--- src/rtl/golden_nonce_arbiter.sv ---
// golden_nonce_arbiter
// Captures per-core golden-nonce strobes into holding registers, picks one
// pending core per cycle round-robin, and queues the nonce in a small
// first-word-fall-through FIFO with a valid/ready output.
// Optional feature macro: GN_DROP_COUNT_EN builds the saturating counter of
// results lost to a still-pending holding register; without it drop_count
// reads zero.
module golden_nonce_arbiter #(
    parameter int NCORES     = 4,
    parameter int FIFO_DEPTH = 8
) (
    input  logic                          hash_clk,
    input  logic                          rst_n,
    input  logic [NCORES-1:0]             gn_match,
    input  logic [32*NCORES-1:0]          gn_nonce,
    input  logic                          flush,
    output logic                          out_valid,
    output logic [31:0]                   out_nonce,
    input  logic                          out_ready,
    output logic [$clog2(FIFO_DEPTH):0]   fifo_count,
    output logic                          fifo_full,
    output logic [15:0]                   drop_count
);

    localparam int AW  = $clog2(FIFO_DEPTH);
    localparam int CW  = AW + 1;
    localparam int RRW = (NCORES > 1) ? $clog2(NCORES) : 1;

    // Per-core holding registers and pending flags
    logic [31:0]       hold_q [NCORES];
    logic [NCORES-1:0] pend_q;
    logic [NCORES-1:0] pend_d;
    logic [NCORES-1:0] capture;

    // Round-robin pointer and grant
    logic [RRW-1:0]    rr_q;
    logic [RRW-1:0]    rr_d;
    logic              grant_vld;
    logic [RRW-1:0]    grant_idx;
    logic [RRW-1:0]    scan_idx;
    logic [NCORES-1:0] grant_oh;

    // Result FIFO
    logic [31:0]       mem_q [FIFO_DEPTH];
    logic [AW-1:0]     wr_ptr_q;
    logic [AW-1:0]     wr_ptr_d;
    logic [AW-1:0]     rd_ptr_q;
    logic [AW-1:0]     rd_ptr_d;
    logic [CW-1:0]     count_q;
    logic [CW-1:0]     count_d;
    logic              full_w;
    logic              push;
    logic              pop;

    assign full_w     = (count_q == CW'(FIFO_DEPTH));
    assign fifo_full  = full_w;
    assign fifo_count = count_q;
    assign out_valid  = (count_q != '0);
    // Gate the head with valid so an empty FIFO (including right after reset)
    // never exposes an old entry.
    assign out_nonce  = out_valid ? mem_q[rd_ptr_q] : 32'h0000_0000;

    // Find the first pending core starting at rr; no grant while the FIFO is full
    always_comb begin
        grant_vld = 1'b0;
        grant_idx = '0;
        scan_idx  = '0;
        for (int k = 0; k < NCORES; k++) begin
            scan_idx = RRW'((int'(rr_q) + k) % NCORES);
            if (!grant_vld && pend_q[scan_idx]) begin
                grant_vld = 1'b1;
                grant_idx = scan_idx;
            end
        end
        if (full_w) begin
            grant_vld = 1'b0;
        end
    end

    // Per-core grant decode, capture enable and next pending state.
    // A granted core may take a new nonce in the same cycle because its
    // current one is leaving for the FIFO; otherwise a busy slot drops it.
    for (genvar gi = 0; gi < NCORES; gi++) begin : g_core
        assign grant_oh[gi] = grant_vld && (grant_idx == RRW'(gi));
        assign capture[gi]  = gn_match[gi] & (~pend_q[gi] | grant_oh[gi]) & ~flush;
        assign pend_d[gi]   = flush ? 1'b0
                                    : (capture[gi] | (pend_q[gi] & ~grant_oh[gi]));
    end

    assign push = grant_vld & ~flush;
    assign pop  = out_valid & out_ready & ~flush;
    assign rr_d = flush     ? '0
                : grant_vld ? RRW'((int'(grant_idx) + 1) % NCORES)
                :             rr_q;

    // FIFO pointer and occupancy next-state; flush empties the queue
    always_comb begin
        wr_ptr_d = wr_ptr_q;
        rd_ptr_d = rd_ptr_q;
        count_d  = count_q;
        if (flush) begin
            wr_ptr_d = '0;
            rd_ptr_d = '0;
            count_d  = '0;
        end else begin
            if (push) wr_ptr_d = wr_ptr_q + AW'(1);
            if (pop)  rd_ptr_d = rd_ptr_q + AW'(1);
            case ({push, pop})
                2'b10:   count_d = count_q + CW'(1);
                2'b01:   count_d = count_q - CW'(1);
                default: count_d = count_q;
            endcase
        end
    end

    // Holding registers take the core nonce whenever a capture is accepted
    always_ff @(posedge hash_clk or negedge rst_n) begin
        if (!rst_n) begin
            for (int i = 0; i < NCORES; i++) begin
                hold_q[i] <= 32'h0000_0000;
            end
        end else begin
            for (int i = 0; i < NCORES; i++) begin
                if (capture[i]) begin
                    hold_q[i] <= gn_nonce[32*i +: 32];
                end
            end
        end
    end

    // Control state: pending flags, rr pointer, FIFO pointers and count
    always_ff @(posedge hash_clk or negedge rst_n) begin
        if (!rst_n) begin
            pend_q   <= '0;
            rr_q     <= '0;
            wr_ptr_q <= '0;
            rd_ptr_q <= '0;
            count_q  <= '0;
        end else begin
            pend_q   <= pend_d;
            rr_q     <= rr_d;
            wr_ptr_q <= wr_ptr_d;
            rd_ptr_q <= rd_ptr_d;
            count_q  <= count_d;
        end
    end

    // FIFO storage; contents are only visible through out_nonce when valid
    always_ff @(posedge hash_clk) begin
        if (push) begin
            mem_q[wr_ptr_q] <= hold_q[grant_idx];
        end
    end

`ifdef GN_DROP_COUNT_EN
    logic [NCORES-1:0] drop_vec;
    logic [15:0]       drop_cnt_q;
    logic [15:0]       drop_cnt_d;
    logic [16:0]       drop_sum;

    // A drop is a match on a busy slot that is not being granted; flushed
    // matches are discarded rather than counted.
    for (genvar gi = 0; gi < NCORES; gi++) begin : g_drop
        assign drop_vec[gi] = gn_match[gi] & pend_q[gi] & ~grant_oh[gi] & ~flush;
    end

    // Add every core dropping this cycle, saturating at all-ones
    always_comb begin
        drop_sum = {1'b0, drop_cnt_q};
        for (int i = 0; i < NCORES; i++) begin
            drop_sum = drop_sum + 17'(drop_vec[i]);
        end
        drop_cnt_d = drop_sum[16] ? 16'hFFFF : drop_sum[15:0];
    end

    // Drop counter register, cleared only by reset
    always_ff @(posedge hash_clk or negedge rst_n) begin
        if (!rst_n) begin
            drop_cnt_q <= 16'h0000;
        end else begin
            drop_cnt_q <= drop_cnt_d;
        end
    end

    assign drop_count = drop_cnt_q;
`else
    assign drop_count = 16'h0000;
`endif

endmodule

--- config.mk ---
export PLATFORM = sky130hd
export DESIGN_NAME = golden_nonce_arbiter
export DESIGN_NICKNAME = d
export VERILOG_FILES = /design/src/rtl/golden_nonce_arbiter.sv
export SDC_FILE = /design/constraint.sdc
export NUM_CORES = 1
export LEC_CHECK = 0
export ABC_AREA = 1
export CELL_PAD_IN_SITES_DETAIL_PLACEMENT = 1
export CELL_PAD_IN_SITES_GLOBAL_PLACEMENT = 2
export CORE_MARGIN = 5
export CORE_UTILIZATION = 35
export DETAILED_ROUTE_END_ITERATION = 10
export GPL_TIMING_DRIVEN = 0
export PLACE_DENSITY_LB_ADDON = 0.1
export SYNTH_ARGS = -nofsm -noshare
export SYNTH_HDL_FRONTEND = slang
export SYNTH_SLANG_ARGS = --single-unit
export TNS_END_PERCENT = 100
--- constraint.sdc ---
create_clock -name hash_clk -period 7.1 [get_ports hash_clk]
set_input_delay 2.13 -clock hash_clk [delete_from_list [all_inputs] [get_ports hash_clk]]
set_output_delay 2.13 -clock hash_clk [all_outputs]
set_load 0.01 [all_outputs]
==> metrics <==
Distinct cells, synth=30; WL/cell=20.4 um; final WL=55.4 mm; Final Cycle Share=0.836; Chip Width=233 um; Final Max Slew Viols=0; clk root buf=clkbuf_16; CTS tree=built; nets=2158; top cells by area, synth=edfxtp_1 44%, dfrtp_1 21%, nand2_1 10%, o21ai_0 4.9%, nor2_1 4.4%; DRT Pass-1 Iters=5; final hold violation count=0; drt via density=4.81; critical path launch point=rd_ptr_q[0]; global-route wire length before repair=84.2 mm; Hold Path Class=register to register; crit end category=output pin; initial antenna violation count=0; Setup CP Type=register to output pin; reg2reg setup slack=3.97 ns; share of layout cells above drive strength 1=0.0771; post-synthesis simple-gate area fraction=0.157; DIE AREA=54300 sq um; Total Power=0.0114 W; status=completed; crit path max fanout=10; clock-pin slew on the worst setup and hold paths=0.06 ns; Core Area=49100 sq um; RSZ-0062 raised after global routing=false; Fin Clk Skew=0.0177 ns; CTS H-tree depth=2; Area growth syn-to-layout=25.1%; post-synth top area share=0.441; drt initial violations=691; Slew @ Worst Pin=0.861 ns; r2r startpoint=rr_q[0]; largest net degree at the start of global routing=88; area leader, netlist=edfxtp_1; Mapped Area=17400 sq um; die height=233 um; clk sink count=400; EDFF count, synth=256; setup_tns=0 ns; Post-synth top cells=476 x nand2_1, 256 x edfxtp_1, 206 x nor2_1; Congestion Overflow GR=0; Post-synth ARST share=0.360; # IOs=190; FF+latch count, synth=400; Post-DP HPWL=39.9 mm; Cells after Synth=1771; mux share of post-synthesis cell area=0; hold_buf cts=0; Post-CTS Setup Repair Bufs=0; Max Fclk=168 MHz; number of global-route vias before repair=14100; fin crit period=5.94 ns; # resized after CTS=0; Synth Area in XOR/XNOR=0.000503; gr usage total=0.204; post-synthesis sequential area ratio=0.648; Final ANT Viol Nets=0; most frequent cell after synthesis=nand2_1; VDD IR-drop max=0.235 mV; Pleak=9.17 nW; RePlAce Congestion=0.793; initial core utilization=0.355; Adder-Cell Fraction of Synth Area=0.00575; synthesized area per cell=9.83 sq um; clock latency on the worst-skew pair=0.57 ns; critical path data required time=4.97 ns; drc violations=0; cts bufs inserted=45; Rel. slew slack=0.424; CP Data Arrival Time=3.81 ns; I/O Buffers=172; Pwr Density=521 nW/um^2; Row Count=81; n_diodes=0; largest family of logic cells by synthesized area=simple AND/OR/NAND/NOR gates; worst hold start=hold_q[101]; # setup viols final=0; deepest clock path buffer count=3; Critical Path Start Type=register; compound-gate portion of the synthesized area=0.114; vias post-DR=13000; MaxCap Viol Count=0; top_reg_cell synth=edfxtp_1; Synth Warn #=0
==> cell families (layout without fill, tap and decap cells) <==
group | count (synthesis) | in the layout
xor gates and xnor gates | 1 | 1
and+or+nand+nor | 709 | 709
DFF | 400 | 400
AOI/OAI and AO/OA | 376 | 376
other | 1 | 16
adders and majority gates | 8 | 8
buffers and inverters | 276 | 540
==> power by group <==
part | total, W | leakage [nW] | internal [W] | switching (W)
logic | 0.00498 | 4.29 | 0.00145 | 0.00354
clock network | 0.00239 | 0.727 | 0.00144 | 0.000948
registers | 0.00398 | 4.15 | 0.00377 | 0.000205
total | 0.0114 | 9.17 | 0.00666 | 0.00469
==> stage by stage <==
step                      setup slack (ns)  utilization  std cells  hold slack (ns)  cell area, sq um
after detailed placement              1.72        0.414       2631            0.478             20300
after global routing                 0.921        0.444       2714            0.510             21800
after CTS                             1.14        0.444       2714            0.492             21800
after floorplan                       2.68            -       1786            0.459             17500
after global placement               -2.50        0.408       2622            0.472             20000
final                                 1.16        0.444       2714            0.486             21800
==> layout by cell type, fill, tap and decap left out, drive strengths merged, types with 7 or more instances in the layout <==
| cell type | instances |
|---|---|
| a21oi | 7 |
| a31oi | 33 |
| buf | 70 |
| bufinv | 7 |
| clkbuf | 118 |
| clkdlybuf4s50 | 171 |
| clkinv | 13 |
| conb | 16 |
| dfrtp | 144 |
| edfxtp | 256 |
| ha | 8 |
| inv | 160 |
| nand2 | 482 |
| nand3 | 17 |
| nor2 | 207 |
| o21ai | 301 |
| o22ai | 33 |
==> state kept, by name, indices dropped and copies added (netlist names) <==
signal	flops
rd_ptr_q	3
pend_q	4
fifo_count	4
rr_q	2
mem_q	256
hold_q	128
wr_ptr_q	3
==> critical path, cell delays in order, from the launching register on <==
cell and delay, ns:
dfrtp_1 0.44, clkbuf_1 0.45, clkbuf_1 0.46, clkbuf_1 0.49
nor2_1 0.10, nor2_1 0.09, o21ai_0 0.13, a31oi_1 0.45
clkdlybuf4s50_1 0.62
==> final timing paths <==
path / endpoint / depth (start not counted)
worst max-delay path: out_nonce[25] / 8
worst min-delay path: hold_q[101] / 2
worst max register to register: hold_q[100] / 19
worst min register to register: hold_q[101] / 2
max in group asynchronous: hold_q[83] / 2
min in group asynchronous: hold_q[27] / 1
==> per-layer routing <==
metal  track usage  part of all wire  vias to the layer above
met5             0                 0                        -
met4        0.0506             0.021                        0
met3        0.0258             0.031                       72
met2         0.355              0.50                      220
met1         0.272              0.45                     6440
li1              -                 -                     6315
==> area by class of cell <==
type	count	area, sq um
sequential	400	11300
multi-input combinational	1110	4940
timing repair buffer	181	1930
clock inverter	23	292
tap	664	831
clock buffer	60	1200
buffer	118	699
fill	5592	27300
inverter	158	596
No activity file was read; power rests on OpenSTA's default activity.
